### src/rtl/proc_sequencer.sv
// -----------------------------------------------------------------------------
// proc_sequencer
//   Control sequencer for a small 4-register processor. It accepts an
//   instruction when EXEC is high in IDLE, then steps through up to three
//   execution states. In each state it drives the register-file, bus and ALU
//   control strobes for that step. Every control output is decoded only from
//   the current state and the latched instruction register (Moore outputs).
//
// Ports
//   CLKb      in   clock; state updates on the rising edge
//   RSTb      in   asynchronous active-low reset
//   EXEC      in   start request, sampled only in IDLE
//   INSTR     in   [9:6] opcode, [5:4] Rx, [3:2] Ry, [1:0] ignored
//   ENW       out  register-file write enable (write port address WRA)
//   ENR0      out  register-file read port 0 enable (address RDA0, drives bus)
//   ENR1      out  register-file read port 1 enable (address RDA1, ALU B input)
//   WRA/RDA0/RDA1 out register-file addresses, 00 when not in use
//   EXT       out  put external DIN on the shared bus
//   GOUT      out  put ALU result G on the shared bus
//   GA        out  latch ALU operand A from the bus
//   GG        out  latch ALU result into G
//   ALU_OP    out  00 ADD, 01 SUB, 10 INV(B)
//   DONE      out  one-cycle pulse in the last state of each instruction
//   BUSY      out  high while executing (T1..T3)
//   ILLEGAL   out  high together with DONE for an unknown opcode
//   INSTR_CNT out  count of completed legal instructions (wraps)
// -----------------------------------------------------------------------------
module proc_sequencer #(
  parameter int CNT_W = 8
) (
  input  logic             CLKb,
  input  logic             RSTb,
  input  logic             EXEC,
  input  logic [9:0]       INSTR,
  output logic             ENW,
  output logic             ENR0,
  output logic             ENR1,
  output logic [1:0]       WRA,
  output logic [1:0]       RDA0,
  output logic [1:0]       RDA1,
  output logic             EXT,
  output logic             GOUT,
  output logic             GA,
  output logic             GG,
  output logic [1:0]       ALU_OP,
  output logic             DONE,
  output logic             BUSY,
  output logic             ILLEGAL,
  output logic [CNT_W-1:0] INSTR_CNT
);

  typedef enum logic [1:0] {
    S_IDLE = 2'd0,
    S_T1   = 2'd1,
    S_T2   = 2'd2,
    S_T3   = 2'd3
  } state_e;

  localparam logic [3:0] OP_LOAD = 4'b0000;
  localparam logic [3:0] OP_COPY = 4'b0001;
  localparam logic [3:0] OP_ADD  = 4'b0010;
  localparam logic [3:0] OP_SUB  = 4'b0011;
  localparam logic [3:0] OP_INV  = 4'b0100;

  localparam logic [1:0] ALU_ADD = 2'b00;
  localparam logic [1:0] ALU_SUB = 2'b01;
  localparam logic [1:0] ALU_INV = 2'b10;

  state_e           state_q, state_d;
  // Only opcode, Rx and Ry are kept; INSTR[1:0] carries no meaning.
  logic [7:0]       ir_q, ir_d;
  logic [CNT_W-1:0] cnt_q, cnt_d;

  logic [3:0] op;
  logic [1:0] rx;
  logic [1:0] ry;

  logic unused_instr_bits;
  assign unused_instr_bits = ^INSTR[1:0];

  assign op = ir_q[7:4];
  assign rx = ir_q[3:2];
  assign ry = ir_q[1:0];

  assign INSTR_CNT = cnt_q;

  // State, instruction register and completion counter.
  always_ff @(posedge CLKb or negedge RSTb) begin
    if (!RSTb) begin
      state_q <= S_IDLE;
      ir_q    <= '0;
      cnt_q   <= '0;
    end else begin
      state_q <= state_d;
      ir_q    <= ir_d;
      cnt_q   <= cnt_d;
    end
  end

  // Next-state logic. IR is only loaded on acceptance, so INSTR changes
  // while busy have no effect.
  always_comb begin
    state_d = state_q;
    ir_d    = ir_q;
    unique case (state_q)
      S_IDLE: begin
        if (EXEC) begin
          ir_d    = INSTR[9:2];
          state_d = S_T1;
        end
      end
      S_T1: begin
        if (op == OP_ADD || op == OP_SUB || op == OP_INV) state_d = S_T2;
        else                                              state_d = S_IDLE;
      end
      S_T2: begin
        if (op == OP_ADD || op == OP_SUB) state_d = S_T3;
        else                              state_d = S_IDLE;
      end
      S_T3: begin
        state_d = S_IDLE;
      end
      default: begin
        state_d = S_IDLE;
      end
    endcase
  end

  // Moore output decode. Everything defaults to 0, which is also the IDLE
  // pattern; because reset forces IDLE asynchronously, outputs drop to 0 the
  // moment RSTb goes low.
  always_comb begin
    ENW     = 1'b0;
    ENR0    = 1'b0;
    ENR1    = 1'b0;
    WRA     = 2'b00;
    RDA0    = 2'b00;
    RDA1    = 2'b00;
    EXT     = 1'b0;
    GOUT    = 1'b0;
    GA      = 1'b0;
    GG      = 1'b0;
    ALU_OP  = ALU_ADD;
    DONE    = 1'b0;
    ILLEGAL = 1'b0;
    BUSY    = (state_q != S_IDLE);
    unique case (state_q)
      S_T1: begin
        unique case (op)
          OP_LOAD: begin
            EXT  = 1'b1;
            ENW  = 1'b1;
            WRA  = rx;
            DONE = 1'b1;
          end
          OP_COPY: begin
            ENR0 = 1'b1;
            RDA0 = ry;
            ENW  = 1'b1;
            WRA  = rx;
            DONE = 1'b1;
          end
          OP_ADD, OP_SUB: begin
            ENR0 = 1'b1;
            RDA0 = rx;
            GA   = 1'b1;
          end
          OP_INV: begin
            ENR1   = 1'b1;
            RDA1   = ry;
            ALU_OP = ALU_INV;
            GG     = 1'b1;
          end
          default: begin
            ILLEGAL = 1'b1;
            DONE    = 1'b1;
          end
        endcase
      end
      S_T2: begin
        if (op == OP_INV) begin
          GOUT = 1'b1;
          ENW  = 1'b1;
          WRA  = rx;
          DONE = 1'b1;
        end else begin
          ENR1   = 1'b1;
          RDA1   = ry;
          ALU_OP = (op == OP_SUB) ? ALU_SUB : ALU_ADD;
          GG     = 1'b1;
        end
      end
      S_T3: begin
        GOUT = 1'b1;
        ENW  = 1'b1;
        WRA  = rx;
        DONE = 1'b1;
      end
      default: begin
      end
    endcase
  end

  // Count on the edge that leaves a DONE state, but never for an illegal op.
  always_comb begin
    cnt_d = cnt_q;
    if (DONE && !ILLEGAL) cnt_d = cnt_q + CNT_W'(1);
  end

endmodule

### config.mk
export PLATFORM = sky130hd
export DESIGN_NAME = proc_sequencer
export DESIGN_NICKNAME = d
export VERILOG_FILES = /design/src/rtl/proc_sequencer.sv
export SDC_FILE = /design/constraint.sdc
export NUM_CORES = 1
export LEC_CHECK = 0
export ABC_AREA = 1
export CAP_MARGIN = 10
export CORE_ASPECT_RATIO = 1.75
export CORE_MARGIN = 5
export CORE_UTILIZATION = 49
export DETAILED_ROUTE_END_ITERATION = 12
export PLACE_DENSITY = 0.86
export SLEW_MARGIN = 5
export SYNTH_ARGS = -nofsm -noshare
export SYNTH_HDL_FRONTEND = slang
export SYNTH_SLANG_ARGS = --single-unit
### constraint.sdc
create_clock -name CLKb -period 3.5 [get_ports CLKb]
set_clock_uncertainty 0.15 [all_clocks]
set_input_delay 0.35 -clock CLKb [delete_from_list [all_inputs] [get_ports CLKb]]
set_output_delay 0.35 -clock CLKb [all_outputs]
set_load 0.005 [all_outputs]
# Word-level counts from Yosys, hierarchy flattened
# Index checks and enable logic that the tools add are counted.
word_totals:
  word_cells: 57
  output_inout_bits: 26
  reg_bits: 18
  in_bits: 13
classes:
  reduce_logical: 13
  mux: 32
  eq_ne: 8
  n_addsub: 1
op_table:
  columns: ["operator", "n"]
  rows:
  - ["$mux 2", 9]
  - ["$mux 1", 14]
  - ["$pmux 2 s2", 3]
  - ["$add 8x1->8 const B", 1]
  - ["$eq 4x2->1 const B", 2]
  - ["$pmux 2 s4", 1]
  - ["$pmux 1 s3", 2]
  - ["$pmux 2 s3", 1]
  - ["$reduce_or 3->1", 2]
  - ["$reduce_or 5->1", 1]
  - ["$eq 2x2->1 const B", 2]
  - ["$eq 4x1->1 const B", 1]
  - ["$eq 4x3->1 const B", 1]
  - ["$logic_not 4->1", 1]
  - ["$pmux 1 s2", 2]
  - ["$reduce_or 2->1", 2]
  - ["$eq 2x1->1 const B", 1]
  - ["$logic_not 2->1", 1]
  - ["$logic_or 1x1->1", 2]
  - ["$ne 2x2->1 const B", 1]
  - ["$reduce_and 2->1", 1]
  - ["$reduce_bool 2->1", 1]
  - ["$logic_and 1x1->1", 1]
  - ["$logic_not 1->1", 1]

# Logic depth before layout (Yosys ltp)
# Gate-level depths: netlist (run 1).
logic_depth:
  ltp_word: 6
  ltp_mapped: 9
  mapped_depth_nobuf: 9

# Worst setup path before layout (run 1)
# Ideal clock, no wire load.
synth_path:
  kind: "reg-to-output"
  start: "reg state_q[1]"
  end: "out WRA[0]"
  t_required_ns: 3.000
  path_stages_with_launch: 7
  arrival_time_ns: 1.310
  slack_ns: 1.690
  path_buffers: 0
  cell_sequence: "dfrtp_1 > inv_1 > ha_1 > inv_1 > o31ai_1 > nand2_1 > nor2_1"
synth_via:
  elab_chain_cells: 2
  word_cells_on_any_way: 4
  cone_classes: "eq/ne: 3; mux: 1"
synth_rtl:
  columns: ["element", "line", "text"]
  rows:
  - ["start: declaration", "69", "state_e state_q, state_d;"]
  - ["start signal: assignment", "94", "state_q <= state_d;"]
  - ["$eq 2x2->1 or $eq 2x1->1 (tied branches)", "147", "unique case (state_q)"]
  - ["$pmux 2 s3 *", "147", null]
  - ["end: declaration", "38", "output logic [1:0] WRA,"]
# Every way passes the cells marked *; elsewhere a longest branch is shown, timed or not.

# Worst setup path in the final report (run 1)
# Same ends and word-level chain as after synthesis.

==> key figures, run 1 <==
Yosys
  – Yosys reg bits: 18
  – Synth top area cells: dfrtp_1 (38%), nand2_1 (11%), inv_1 (7.3%)
  – Netlist cell types: 28
  – Mean post-synth cell area: 7.94 µm²
  – Seq/Total Area, Yosys: 38.1%
  – Syn Nets: 168
  – Synth top area share: 38.1%
  – Synth area leader: dfrtp_1
  – Mapped Cells: 149
  – Top_reg_cell synth: dfrtp_1
  – Most frequent cell after synthesis: nand2_1
  – YS warnings: 0
  – Most frequent cells after synthesis: nand2_1 (35), inv_1 (23), dfrtp_1 (18), nor2_1 (17), nand4_1 (8)
  – Post-synth EDFFs: 0
  – FFs w/ async S/R, synth: 100%
  – Mapped cell area: 1180 µm²

Floorplan
  – Die W: 47.2 µm
  – CORE AREA: 2300 µm²
  – Initial core utilization: 51.4%
  – Num rows: 23
  – DIE AREA: 3540 µm²
  – Io pins: 39
  – DIE HEIGHT: 75.0 µm

Setup path
  – CP dominant cell by count: inv_1
  – Buffers & Inverters on Critical Path: 3
  – Crit path max-delay family: buffers and inverters
  – Reg-to-reg slack, setup: 1.78 ns
  – WP data required: 3.00 ns
  – Kind of critical path: register to output port
  – Worst path max stage delay: 0.51 ns
  – Worst Path Arrival: 2.27 ns
  – Reg2Reg Depth: 4
  – Reg2reg end: ir_q[7]
  – CP endpoint kind: output port
  – Worst path cell trace: inv_1 > ha_1 > inv_1 > o31ai_1 > nand2_1 > nor2_1 > clkdlybuf4s50_1
  – Startpoint Class: register
  – CP Max Fanout: 6
  – Highest-delay cell along the critical path: clkdlybuf4s50_1
  – Worst r2r src: state_q[0]

Power
  – Pwr Density: 745 nW/µm²
  – VDD IR-drop max: 0.678 mV
  – Total Power: 1.19 mW
  – Static Leakage: 0.781 nW

Hold path
  – Min-delay src: INSTR_CNT[7]
  – HP Class: register to register
  – Hold worst-path end: INSTR_CNT[7]
  – Hold Path Depth: 2

Global route
  – Overflow after GRT: 0
  – Vias in the first global route: 1200
  – Largest net degree at the start of global routing: 19
  – Initial antenna violation count: 0
  – GRT Overall Usage: 18.6%
  – Wire length of the first global-routing pass: 4830 µm

Clock tree
  – CTS buffer count: 3
  – TritonCTS clock tree: yes
  – Root buf cell: clkbuf_8
  – Clock Tree Buf Depth: 2
  – Hold-fix buffers, CTS: 0
  – Clk sink count: 18
  – CTS resizes: 0
  – Worst skew pair latency: 0.25 ns
  – Clock transition at the registers of the reported paths: 0.06 ns
  – CTS H-tree depth: 1
  – Number of post-CTS setup repair buffers: 0

STA
  – Fin crit period: 2.77 ns
  – Setup TNS: 0 ns
  – Slew Limit Fails: 0
  – Least-Margin Pin Slew: 0.844 ns
  – Unrepaired setup endpoints after global routing: false
  – Period utilization: 79.2%
  – Final setup fails: 0
  – Final Hold Fails: 0
  – Rel. slew slack: 43.5%
  – FMAX: 361 MHz

Layout
  – Area grow syn2layout: 35.5%
  – Final #Nets: 207
  – Final Cell Area: 1600 µm²
  – Share of cells above drive strength 1: 9.68%
  – # diodes: 0
  – Fillers: 199
  – Post-route insts no fill: 211

Outcome
  – Outcome: finished, final reports clean

Drt
  – DRC: 0
  – Vias per inst: 5.35
  – Drt pass-1 iters: 4
  – DR vias: 1128
  – Post-route ant nets: 0
  – Wire per inst: 13.7 µm
  – WL final: 2900 µm
  – Initial drt markers: 42

Placement
  – Post-DP HPWL: 2280 µm
  – Post-Place Cells: 208
  – Gpl congestion: 0.856
  – IO Port Bufs: 36
  – Post-placement cell area: 1560 µm²

Run
  – Max Cap Viol: 0
==> kinds of logic after synthesis <==
group,after synthesis,share of synthesized area (%)
AND/OR/NAND/NOR,80,35.2
XOR/XNOR,3,2.22
multiplexers,4,3.81
flip-flops,18,38.1
buffers and inverters,27,8.98
AO/OA/AOI/OAI,11,5.39
adder cells (fa/ha/maj),6,6.34
==> per-stage QoR <==
step | hold slack [ns] | utilization [%] | setup slack [ns]
after global placement | 0.356 | 67.9 | 1.06
after CTS | 0.374 | 69.7 | 0.741
final | 0.372 | 69.7 | 0.729
after floorplan | -0.0956 | - | 1.69
after detailed placement | 0.357 | 67.9 | 0.984
after global routing | 0.421 | 69.7 | 0.580
==> worst min-delay path, cell delays in order, from the launching register on <==
cell	delay [ns]
dfrtp_1	0.38
nand2_1	0.07
nand2_1	0.05
==> metal layers <==
| metal | up-vias | global-route usage, % | routed length [µm] |
|---|---|---|---|
| met5 | - | 0 | 0 |
| met4 | 0 | 9.85 | 68 |
| met3 | 9 | 5.02 | 241 |
| met2 | 47 | 33.3 | 1550 |
| met1 | 520 | 18.6 | 1040 |
| li1 | 552 | - | - |
==> placed cells by master, fill, tap and decap left out, drive strengths merged, types with 2 or more instances in the layout <==
cell type,instances
nor3,3
o21ai,4
a21oi,5
xor2,3
nand3b,2
ha,6
inv,24
mux2,4
nand4,8
clkdlybuf4s50,36
clkbuf,3
dfrtp,18
nor2,19
nand3,9
nand2,38
==> how the worst max path moves through the flow <==
stage / startpoint / end / slack [ns] / cells past startpoint
detailed placement: state_q[1] / WRA[0] / 0.98 / 7
global placement: state_q[1] / WRA[1] / 1.06 / 7
finish: state_q[1] / WRA[0] / 0.73 / 7
floorplan: state_q[1] / WRA[0] / 1.69 / 6
CTS: state_q[1] / WRA[0] / 0.74 / 7
global route: state_q[1] / WRA[1] / 0.58 / 7
==> area by class of cell <==
class                   count  area (µm²)  share of cell area, %
clock buffers               3        41.3                   2.57
inverters                  25        93.8                   5.85
multi-input cells         104         627                   39.1
well taps                  25        31.3                   1.95
flip-flops and latches     18         450                   28.1
repair buffers             36         360                   22.5
==> where the power goes <==
group	total, mW	switching (mW)	internal [mW]
Sequential	0.358	0.0743	0.283
Clock	0.144	0.0676	0.0766
Combinational	0.693	0.389	0.304
==> flip-flops by register name, summed over array words and instances, names as in the netlist <==
name	flops
INSTR_CNT	8
ir_q	8
state_q	2
Power figures use the tool's default switching activity.
==> run 2: changes to the inputs <==
--- a/config.mk
+++ b/config.mk
@@ -9,9 +9,9 @@
 export CAP_MARGIN = 10
 export CORE_ASPECT_RATIO = 1.75
 export CORE_MARGIN = 5
-export CORE_UTILIZATION = 49
+export CORE_UTILIZATION = 45
 export DETAILED_ROUTE_END_ITERATION = 12
-export PLACE_DENSITY = 0.86
+export PLACE_DENSITY = 0.8
 export SLEW_MARGIN = 5
 export SYNTH_ARGS = -nofsm -noshare
 export SYNTH_HDL_FRONTEND = slang
==> constraint.sdc (replaced) <==
create_clock -name CLKb -period 2.65 [get_ports CLKb]
set_clock_uncertainty 0.15 [all_clocks]
set_input_delay 0.265 -clock CLKb [delete_from_list [all_inputs] [get_ports CLKb]]
set_output_delay 0.265 -clock CLKb [all_outputs]
set_load 0.005 [all_outputs]
==> run 2 against run 1 <==
First-iteration DRC count is 14% lower; critical endpoint unchanged; worst setup slack worse by 0.57 ns; global-route usage is 2.0 points lower; via count is 0.98% higher; cell count is 1.4% higher; critical path type unchanged.
==> key figures, run 2 (same netlist as run 1, synthesis figures left out) <==
Global route
  – Largest net degree at the start of global routing: 19
  – Met1 layer usage reported by global route: 16.7%
  – Met2 Use GR: 32.1%
  – GRT busiest layer: met2
  – Wire length of the first global-routing pass: 5180 µm
  – GRT Overall Usage: 16.7%
  – GR Util met3: 4.21%
  – Vias in the first global route: 1220
  – Overflow after GRT: 0
  – Initial antenna violation count: 0

Layout
  – Final #Nets: 209
  – Commonest non-fill, non-tap cell in the layout: clkdlybuf4s50_1
  – Commonest non-fill, non-tap cells in the layout: clkdlybuf4s50_1 (36), nand2_1 (35), inv_1 (22), dfrtp_1 (18), nor2_1 (17)
  – Share of cells above drive strength 1: 11.2%
  – Area grow syn2layout: 36.9%
  – Fillers: 233
  – Fin util: 64.2%
  – # diodes: 0
  – Post-route insts no fill: 214

Setup path
  – CP Max Fanout: 4
  – Worst Path Arrival: 2.07 ns
  – Kind of critical path: register to output port
  – CP dominant cell by count: inv_1
  – Worst path cell trace: inv_1 > ha_1 > inv_1 > o31ai_1 > nand2_1 > nor2_1 > clkdlybuf4s50_1
  – WP data required: 2.24 ns
  – Buffers & Inverters on Critical Path: 3
  – CP endpoint kind: output port
  – Startpoint Class: register
  – Worst path max stage delay: 0.52 ns
  – Reg-to-reg slack, setup: 0.95 ns
  – Crit path max-delay family: buffers and inverters
  – Highest-delay cell along the critical path: clkdlybuf4s50_1

Drt
  – Vias per inst: 5.32
  – Wire per inst: 13.6 µm
  – DRC: 0
  – Drt pass-1 iters: 4
  – WL final: 2910 µm
  – DR vias: 1139
  – Initial drt markers: 36
  – Post-route ant nets: 0

STA
  – Unrepaired setup endpoints after global routing: false
  – Slew Limit Fails: 0
  – Final Hold Fails: 0
  – Final setup fails: 0
  – Least-Margin Pin Slew: 0.840 ns
  – Min Hold Slack: 0.342 ns
  – FMAX: 402 MHz
  – Setup TNS: 0 ns
  – Period utilization: 93.9%
  – Rel. slew slack: 43.8%
  – Fin crit period: 2.49 ns

Placement
  – Post-Place Cells: 211
  – Gpl congestion: 0.861
  – IO Port Bufs: 36
  – Post-DP HPWL: 2340 µm

Outcome
  – Outcome: finished, final reports clean

Clock tree
  – CTS H-tree depth: 1
  – Clk sink count: 18
  – TritonCTS clock tree: yes
  – Root buf cell: clkbuf_8
  – Clock transition at the registers of the reported paths: 0.07 ns
  – CTS buffer count: 3
  – Clock Tree Buf Depth: 2
  – Hold-fix buffers, CTS: 0
  – Worst skew pair latency: 0.25 ns

Floorplan
  – DIE HEIGHT: 77.8 µm
  – Initial core utilization: 46.9%
  – DIE AREA: 3800 µm²
  – CORE AREA: 2520 µm²
  – Die W: 48.8 µm
  – Io pins: 39
  – Num rows: 24

Run
  – Max Cap Viol: 0

Power
  – Static Leakage: 0.789 nW
  – Pwr Density: 989 nW/µm²
  – VDD IR-drop max: 0.630 mV

Hold path
  – HP Class: input pin to async pin
-- run 2: cell types whose count changed in the layout (fill, tap and decap cells not counted), sizes merged --
cell / delta
buf: +2
-- run 2: final cells by class --
type                    instances  area [µm²]  area share [%]
repair buffers                 38         375            23.2
multi-input cells             104         627            38.7
well taps                      26        32.5            2.01
inverters                      25        93.8            5.79
clock buffers                   3        41.3            2.55
flip-flops and latches         18         450            27.8
-- run 2: metal layers --
metal | share of wire, % | vias up
met4 | 1.5 | 0
met5 | 0 | -
li1 | - | 557
met3 | 7.0 | 4
met1 | 37 | 539
met2 | 55 | 39
-- run 2: path summary, 6_finish.rpt --
check | start | end | cells past startpoint
max in group asynchronous | RSTb | INSTR_CNT[4] | 1
worst max-delay path | state_q[1] | WRA[0] | 7
worst min register to register | INSTR_CNT[3] | INSTR_CNT[3] | 2
worst max register to register | state_q[1] | ir_q[7] | 4
min in group CLKb | INSTR_CNT[3] | INSTR_CNT[3] | 2
worst min-delay path | RSTb | INSTR_CNT[1] | 1
-- run 2: metrics by stage --
stage	setup slack [ns]	total power [mW]	area, µm²
6_report	0.161	1.60	1620
5_1_grt	0.0174	1.75	1620
4_1_cts	0.117	1.61	1620
3_5_place_dp	0.424	1.42	1580
3_3_place_gp	0.504	1.39	1580
2_1_floorplan	0.925	1.04	1180
-- run 2: what timing repair did --
item | in CTS | in global routing
resized for setup | 0 | 1
setup buffers | 0 | 0
setup endpoints to repair | 0 | 1
-- run 2: worst register-to-register path, cell delays in order, from the launching register on --
cell and delay [ns]:
dfrtp_1 0.39, inv_1 0.10, ha_1 0.21, nand2_1 0.35, mux2_2 0.39
-- run 2: power breakdown --
group,switching [mW],leakage [nW],internal [mW]
clock,0.0883,0.0216,0.101
combinational,0.513,0.544,0.425
sequential,0.100,0.223,0.374
total,0.702,0.789,0.900
==> run 3: changes to the inputs <==
--- a/config.mk
+++ b/config.mk
@@ -7,11 +7,11 @@
 export LEC_CHECK = 0
 export ABC_AREA = 1
 export CAP_MARGIN = 10
-export CORE_ASPECT_RATIO = 1.75
 export CORE_MARGIN = 5
-export CORE_UTILIZATION = 45
+export CORE_UTILIZATION = 60
 export DETAILED_ROUTE_END_ITERATION = 12
-export PLACE_DENSITY = 0.8
+export DONT_BUFFER_PORTS = 1
+export PLACE_DENSITY = 0.77
 export SLEW_MARGIN = 5
 export SYNTH_ARGS = -nofsm -noshare
 export SYNTH_HDL_FRONTEND = slang
==> run 3 against run 2 <==
Cell count down 12%; combinational power down 24%; sequential share of layout area up 5.8 points; largest power group unchanged; count of clock-buffer cells in the layout up 1; worst setup slack better by 0.21 ns; sequential cell count unchanged; critical path depth down 1; cell area down 17%; first-iteration DRC count down 58%.
==> key figures, run 3 (same netlist as run 1, synthesis figures left out) <==
Outcome
  – Outcome: finished, final reports clean

STA
  – Final Hold Fails: 0
  – Setup TNS: 0 ns
  – Least-Margin Pin Slew: 0.812 ns
  – Unrepaired setup endpoints after global routing: false
  – Period utilization: 86.1%
  – Slew Limit Fails: 0
  – Fin crit period: 2.28 ns
  – Rel. slew slack: 45.7%
  – FMAX: 438 MHz
  – Final setup fails: 0

Floorplan
  – CORE AREA: 1920 µm²
  – Io pins: 39
  – DIE AREA: 2960 µm²
  – Num rows: 16
  – DIE HEIGHT: 54.4 µm
  – Die W: 54.4 µm
  – Initial core utilization: 61.6%

Layout
  – Sequential cell area: 450 µm²
  – Commonest non-fill, non-tap cell in the layout: nand2_1
  – Fillers: 170
  – Multi-input gate area in the final layout: 627 µm²
  – Area grow syn2layout: 13.3%
  – Commonest non-fill, non-tap cells in the layout: nand2_1 (35), inv_1 (23), dfrtp_1 (18), nor2_1 (17), dlygate4sd3_1 (10)
  – Post-route insts no fill: 188
  – Final #Nets: 181
  – Share of cells above drive strength 1: 11.8%
  – # diodes: 0

Hold path
  – HP Class: input pin to register

Clock tree
  – Worst skew pair latency: 0.29 ns
  – Clock transition at the registers of the reported paths: 0.11 ns
  – Clk sink count: 18
  – CTS H-tree depth: 1
  – Root buf cell: clkbuf_4
  – CTS resizes: 0
  – Clock Tree Buf Depth: 2
  – Number of post-CTS setup repair buffers: 0
  – TritonCTS clock tree: yes
  – CTS buffer count: 3
  – Hold-fix buffers, CTS: 10

Global route
  – Wire length of the first global-routing pass: 4210 µm
  – GRT Overall Usage: 19.7%
  – Vias in the first global route: 987
  – Initial antenna violation count: 0
  – Largest net degree at the start of global routing: 19
  – Overflow after GRT: 0

Setup path
  – Worst Path Arrival: 1.87 ns
  – Setup crit start: state_q[1]
  – CP Max Fanout: 6
  – CP endpoint kind: output port
  – Worst r2r src: state_q[1]
  – Reg2reg end: INSTR_CNT[0]
  – Startpoint Class: register
  – Reg-to-reg slack, setup: 0.92 ns
  – WP data required: 2.24 ns
  – Kind of critical path: register to output port
  – End of the critical path: WRA[1]
  – Reg2Reg Depth: 6

Drt
  – Drt pass-1 iters: 4
  – Initial drt markers: 15
  – DR vias: 1005
  – Wire per inst: 13.6 µm
  – DRC: 0
  – Vias per inst: 5.35
  – Post-route ant nets: 0
  – WL final: 2560 µm

Power
  – VDD IR-drop max: 0.637 mV
  – Pwr Density: 1010 nW/µm²
  – Static Leakage: 0.692 nW

Placement
  – Gpl congestion: 0.739
  – Post-DP HPWL: 1890 µm
  – IO Port Bufs: 0
  – Post-Place Cells: 174

Run
  – Max Cap Viol: 0
-- run 3: worst min path at each step --
stage	start	cells past startpoint	to
global route	EXEC	2	ir_q[2]
global placement	RSTb	0	state_q[0]
floorplan	RSTb	0	INSTR_CNT[0]
finish	EXEC	2	ir_q[2]
CTS	EXEC	2	ir_q[4]
detailed placement	RSTb	0	state_q[0]
-- run 3: worst max-delay path: stages (launching register included) --
cell	delay, ns
dfrtp_1	0.43
inv_1	0.12
ha_1	0.33
inv_1	0.13
o31ai_1	0.25
nand2_1	0.15
nor2_1	0.17
-- run 3: per-stage QoR --
| stage | hold WS, ns | setup WS, ns | total power, mW | cell area (µm²) | utilization (%) |
|---|---|---|---|---|---|
| 2_1_floorplan | -0.181 | 0.925 | 1.04 | 1180 | - |
| 6_report | 0.277 | 0.369 | 1.36 | 1340 | 69.8 |
| 4_1_cts | 0.274 | 0.356 | 1.36 | 1340 | 69.8 |
| 3_3_place_gp | -0.180 | 0.757 | 1.14 | 1200 | 62.7 |
| 5_1_grt | 0.292 | 0.213 | 1.48 | 1340 | 69.8 |
| 3_5_place_dp | -0.180 | 0.713 | 1.17 | 1200 | 62.7 |
-- run 3: layout make-up --
type	instances	share of cell area, %
Inverter	25	7.00
Sequential cell	18	33.6
Multi-Input combinational cell	104	46.7
Clock buffer	4	2.71
Timing Repair Buffer	10	7.46
Tap cell	27	2.52
-- run 3: power breakdown --
part	total, mW	internal (mW)	switching, mW
clock network	0.167	0.0835	0.0839
logic	0.714	0.237	0.477
registers	0.476	0.373	0.103
-- run 3: routing by layer --
metal,part of all wire [%],vias up,global-route usage (%)
li1,-,504,-
met2,54,24,37.1
met1,41,475,22.4
met5,0,-,0
met3,4.8,2,4.36
met4,0.39,0,4.15
==> variant 1: new RTL, flow settings as in run 1 <==
The 4 states of `state_e` get a one-hot encoding in 4 bits.
--- a/src/rtl/proc_sequencer.sv
+++ b/src/rtl/proc_sequencer.sv
@@ -49,11 +49,11 @@
   output logic [CNT_W-1:0] INSTR_CNT
 );
 
-  typedef enum logic [1:0] {
-    S_IDLE = 2'd0,
-    S_T1   = 2'd1,
-    S_T2   = 2'd2,
-    S_T3   = 2'd3
+  typedef enum logic [3:0] {
+    S_IDLE = 4'b0001,
+    S_T1   = 4'b0010,
+    S_T2   = 4'b0100,
+    S_T3   = 4'b1000
   } state_e;
 
   localparam logic [3:0] OP_LOAD = 4'b0000;
Check against the original RTL: no difference found for any inputs over 10 cycles, from zero or initial values and one cycle with RSTb low; not proved beyond that.
==> variant 1 against run 1 <==
Register-to-register slack gained 20 ps. Area after synthesis shrank 1.2%. Design area shrank 2.3%. Wire length shrank 3.8%. Sequential cell count grew 2. Die area shrank 0.95%. Total power shrank 28%. Hold slack gained 41 ps. Setup slack gained 30 ps. Critical path type unchanged. Critical endpoint unchanged. Largest power group is now sequential cells. Highest routed layer unchanged.
==> variant 1: results (changes against run 1) <==
| Metric | Value |
|---|---|
| Hold Crit Start | `ir_q[2]$_DFFE_PN0P_` |
| Post-synth top flop | `dfrtp_1` |
| First-pass GRT wire length | `4740 microns (-1.9%)` |
| Leakage power total | `0.752 nW (-3.6%)` |
| Syn_nets | `172 (+2.4%)` |
| DR pass1 iterations | `4 (unchanged)` |
| Antenna cells | `0 (unchanged)` |
| Hold WC Path Type | `flop to flop` |
| Cell variety after synth | `26 (-7.1%)` |
| Worst EP arrival | `2240 ps (-30 ps)` |
| FFs w/ async S/R, synth | `100% (unchanged)` |
| Hpwl dp | `2210 microns (-3.2%)` |
| Final GP Congestion | `0.870 (+1.5%)` |
| Hold-fix buffers, CTS | `0 (unchanged)` |
| WL/cell | `12.8 microns (-6.9%)` |
| Run status | `complete, no violations` |
| Sw frac | `38.3% (-6.1 points)` |
| Buffers on Ports | `36 (unchanged)` |
| Slew @ Worst Pin | `901 ps (+56.5 ps)` |
| Leading cell types by count after synthesis | `45 x nand2_1, 19 x dfrtp_1, 19 x nor2_1` |
| CP max FO | `11 (+5)` |
| Nets | `208 (+0.48%)` |
| FF-to-FF End | `INSTR_CNT[4]$_DFFE_PN0P_` |
| Top cells by area, synth | `dfrtp_1 41%, nand2_1 14%, nor2_1 6.1%` |
| Worst R2R Start | `state_q[0]$_DFFE_PN1P_` |
| Vias in the first global route | `1134 (-5.5%)` |
| Clock power share | `18.3% (+6.2 points)` |
| R2r setup slk | `1800 ps (+20 ps)` |
| Syn. warnings | `0 (unchanged)` |
| Maximum vdd drop | `0.000398 V (-41%)` |
| Largest net degree at the start of global routing | `21 (+2)` |
| Post-CTS Resized | `0 (unchanged)` |
| Worst hold slack | `413 ps (+41.4 ps)` |
| Gr usage total | `18.6% (-0.063 points)` |
| Initial core utilization | `50.8% (-0.60 points)` |
| First DRT Iteration DRCs | `34 (-19%)` |
| Worst setup path start | `state_q[1]$_DFFE_PN0P_` |
| Worst Hold Path EP | `ir_q[2]$_DFFE_PN0P_` |
| CP endpoint | `WRA[0]` |
| Comb power frac | `40.6% (-17 points)` |
| Sequential fraction of the synthesis area | `42.9% (+4.8 points)` |
| Fraction of layout cells with a size suffix above 1 | `9.84% (+0.17 points)` |
| Worst Reg-to-Reg Cells | `7 (+3)` |
| Via count | `1157 (+2.6%)` |
| Clock tree buffer depth | `2 (unchanged)` |
## variant 1: cell count changes after synthesis, sizes merged, moves of 2 or more
cell	run 1	this run
nand2	38	49
nor2	19	22
buf	2	4
a21oi	5	1
ha	6	1
mux2	4	0
o21ai	4	13
xor2	3	1
and2	0	2
xnor2	0	2
inv	24	20
## variant 1: kinds of logic (layout without fill, tap and decap cells)
| logic type | after synthesis | in the layout | share of synthesized area, % |
|---|---|---|---|
| AO/OA/AOI/OAI | 14 | 14 | 5.99 |
| XOR/XNOR | 3 | 3 | 2.25 |
| adder cells (fa/ha/maj) | 1 | 1 | 1.07 |
| buffers and inverters | 25 | 60 | 9.73 |
| flip-flops | 20 | 20 | 42.9 |
| AND/OR/NAND/NOR | 95 | 95 | 38.1 |
## variant 1: per-stage QoR
stage	util (%)	std cells	instance area (sq um)	power [mW]	worst slack, ps
global placement	66.1	214	1520	0.693	1080
floorplan	-	158	1170	0.576	1880
global route	68.1	218	1570	0.926	594
detailed placement	66.1	214	1520	0.708	1030
finish	68.1	218	1570	0.857	759
CTS	68.1	218	1570	0.866	746
## variant 1: worst max-delay path: stages (launching register included)
cell and delay [ps]:
dfrtp_1 400, nor2_1 190, inv_1 70, nor2_1 130, nand2_1 250, nand3_2 280, and2_1 170, clkdlybuf4s50_1 490
## variant 1: final cells by class
type | count | area [sq um]
Inverter | 20 | 75.1
Timing Repair Buffer | 36 | 360
Tap cell | 25 | 31.3
Sequential cell | 20 | 502
Fill cell | 201 | 734
Multi-Input combinational cell | 113 | 554
Clock buffer | 4 | 45.0
## variant 1: routing by layer
metal	routed length, microns	up-vias	track usage (%)
li1	-	568	-
met1	1030	540	19.9
met2	1510	44	34.2
met3	205	5	3.35
met4	46	0	7.08
met5	0	-	0
==> variant 2: new RTL, flow settings as in run 1 <==
Without the edit above. Change the parameter `CNT_W` from 8 to 6.
--- a/src/rtl/proc_sequencer.sv
+++ b/src/rtl/proc_sequencer.sv
@@ -26,7 +26,7 @@
 //   INSTR_CNT out  count of completed legal instructions (wraps)
 // -----------------------------------------------------------------------------
 module proc_sequencer #(
-  parameter int CNT_W = 8
+  parameter int CNT_W = 6
 ) (
   input  logic             CLKb,
   input  logic             RSTb,
Interface: changed (resized INSTR_CNT); port bits go from 39 to 37. The function was not compared with the original's and may differ.
==> variant 2 against run 1 <==
Design area down 9.0%. Area after synthesis fell by 9.9%. Critical endpoint unchanged. Hold slack lost 42 ps. Via count decreased by 9.8%. Critical path depth did not move. Wire length decreased by 7.2%. Critical path type unchanged. Sequential cell count down 2. Total power decreased by 2.0%. Maximum frequency shrank 2.0%. Setup slack got worse by 58 ps.
==> variant 2: results (changes against run 1) <==
| Metric | Value |
|---|---|
| CP max FO | `5 (-1)` |
| Antenna cells | `0 (unchanged)` |
| Vias/cell | `5.38 (+0.65%)` |
| CTS buffer count | `3 (unchanged)` |
| Top cells by area, synth | `dfrtp_1 38%, inv_1 7.7%, nand2_1 7.4%` |
| Max-slew headroom | `50.4% (+6.9 points)` |
| Post-CTS Resized | `0 (unchanged)` |
| Sequential fraction of the synthesis area | `37.6% (-0.50 points)` |
| Vias in the first global route | `1082 (-9.8%)` |
| CP peak stage delay | `510 ps (about the same)` |
| Synth Area in Compound Gates | `5.87% (+0.48 points)` |
| Synth Area in Adders | `7.04% (+0.70 points)` |
| Syn_nets | `148 (-12%)` |
| Antenna violations before repair | `0 (unchanged)` |
| Fraction of layout cells with a size suffix above 1 | `13.3% (+3.7 points)` |
| CP max stage cell | `clkdlybuf4s50_1` |
| Buffers on Ports | `34 (-5.6%)` |
| First DRT Iteration DRCs | `28 (-33%)` |
| Multiplexer area fraction after synthesis | `4.23% (+0.42 points)` |
| Post-Synthesis Cells | `129 (-13%)` |
| Register name with the most flops | `ir_q` |
| Leading cell types by count after synthesis | `22 x inv_1, 21 x nand2_1, 16 x dfrtp_1` |
| Clock latency on the worst-skew pair | `300 ps (+50 ps)` |
| Sw frac | `45.2% (+0.78 points)` |
| DR pass1 iterations | `4 (unchanged)` |
| Syn. warnings | `0 (unchanged)` |
| Synth Area in XOR/XNOR | `2.46% (+0.24 points)` |
| Root buffer cell | `clkbuf_4` |
| Cell variety after synth | `26 (-7.1%)` |
| Maximum vdd drop | `0.000412 V (-39%)` |
| Via count | `1017 (-9.8%)` |
| Run status | `complete, no violations` |
| WL/cell | `14.2 microns (+3.6%)` |
| Final GP Congestion | `0.863 (+0.81%)` |
| Largest net degree at the start of global routing | `17 (-2)` |
| Largest register FFs | `8` |
| FFs w/ async S/R, synth | `100% (unchanged)` |
| Reg clk slew, reported paths | `100 ps (+40 ps)` |
| Gr usage total | `18.4% (-0.19 points)` |
| Fillcell total | `174 (-13%)` |
| Hpwl dp | `2100 microns (-7.8%)` |
| Hold WC Path Type | `primary input to async pin` |
| Placed cell count | `185 (-11%)` |
| First-pass GRT wire length | `4510 microns (-6.6%)` |
| Max H-tree Level | `1 (unchanged)` |
| Leakage power total | `0.697 nW (-11%)` |
| Clock tree buffer depth | `2 (unchanged)` |
[variant 2: changes by cell type in the layout (fill, tap and decap cells not counted), sizes merged, moves of 2 or more]
cell,before,now
dfrtp,18,16
nor3,3,5
clkdlybuf4s50,36,34
nand3b,2,0
nor2,19,17
nand2,38,24
[variant 2: kinds of logic after synthesis]
logic type / Yosys count
XOR/XNOR: 3
flip-flops: 16
multiplexers: 4
buffers and inverters: 26
AO/OA/AOI/OAI: 11
AND/OR/NAND/NOR: 63
adder cells (fa/ha/maj): 6
[variant 2: stage by stage]
| stage | util [%] | hold slack (ps) | area (sq um) | power, mW | worst slack (ps) |
|---|---|---|---|---|---|
| after floorplan | - | -95.6 | 1070 | 0.772 | 1670 |
| after detailed placement | 68.1 | 364 | 1420 | 1.04 | 1030 |
| after global placement | 68.1 | 356 | 1420 | 1.01 | 1080 |
| after global routing | 69.8 | 388 | 1460 | 1.27 | 450 |
| final | 69.8 | 330 | 1460 | 1.17 | 671 |
| after CTS | 69.8 | 365 | 1460 | 1.17 | 676 |
[variant 2: power groups by stage]
stage                     logic [mW]  clock network, mW  registers, mW
after global routing           0.771              0.137          0.358
final                          0.696              0.128          0.347
after floorplan                0.439                  0          0.332
after detailed placement       0.694                  0          0.349
after global placement         0.668                  0          0.344
after CTS                      0.701              0.128          0.345
[variant 2: worst paths after layout]
path                                   startpoint                        to  slack [ps]  cells past startpoint
hold / removal                               RSTb       ir_q[2]$_DFFE_PN0P_         330                      1
max in group asynchronous                    RSTb  INSTR_CNT[1]$_DFFE_PN0P_        2410                      1
setup reg to reg           state_q[1]$_DFFE_PN0P_    state_q[1]$_DFFE_PN0P_        1810                      6
min in group CLKb             ir_q[2]$_DFFE_PN0P_       ir_q[2]$_DFFE_PN0P_         390                      2
hold reg to reg               ir_q[2]$_DFFE_PN0P_       ir_q[2]$_DFFE_PN0P_         390                      2
setup / recovery           state_q[1]$_DFFE_PN0P_                    WRA[0]         670                      7
[variant 2: routing by layer]
metal / track usage, % / up-vias / wire length (microns)
met2: 33.3 / 46 / 1430
met5: 0 / - / 0
met4: 9.12 / 0 / 78
li1: - / 487 / -
met3: 4.27 / 8 / 234
met1: 18.6 / 476 / 947
[variant 2: cell type report]
cell class                 instances  area (sq um)  share of cell area [%]
clock buffer                       4          36.3                    2.49
tap                               24          30.0                    2.06
sequential                        16           400                    27.4
inverter                          24          90.1                    6.17
multi-input combinational         87           563                    38.6
timing repair buffer              34           340                    23.3
[variant 2: worst max-delay path, delay by kind of cell, from the launching register on]
family,cells,cell delay (ps)
buffers and inverters,3,770
flip-flops,1,430
adder cells (fa/ha/maj),1,360
AND/OR/NAND/NOR,2,330
AO/OA/AOI/OAI,1,140
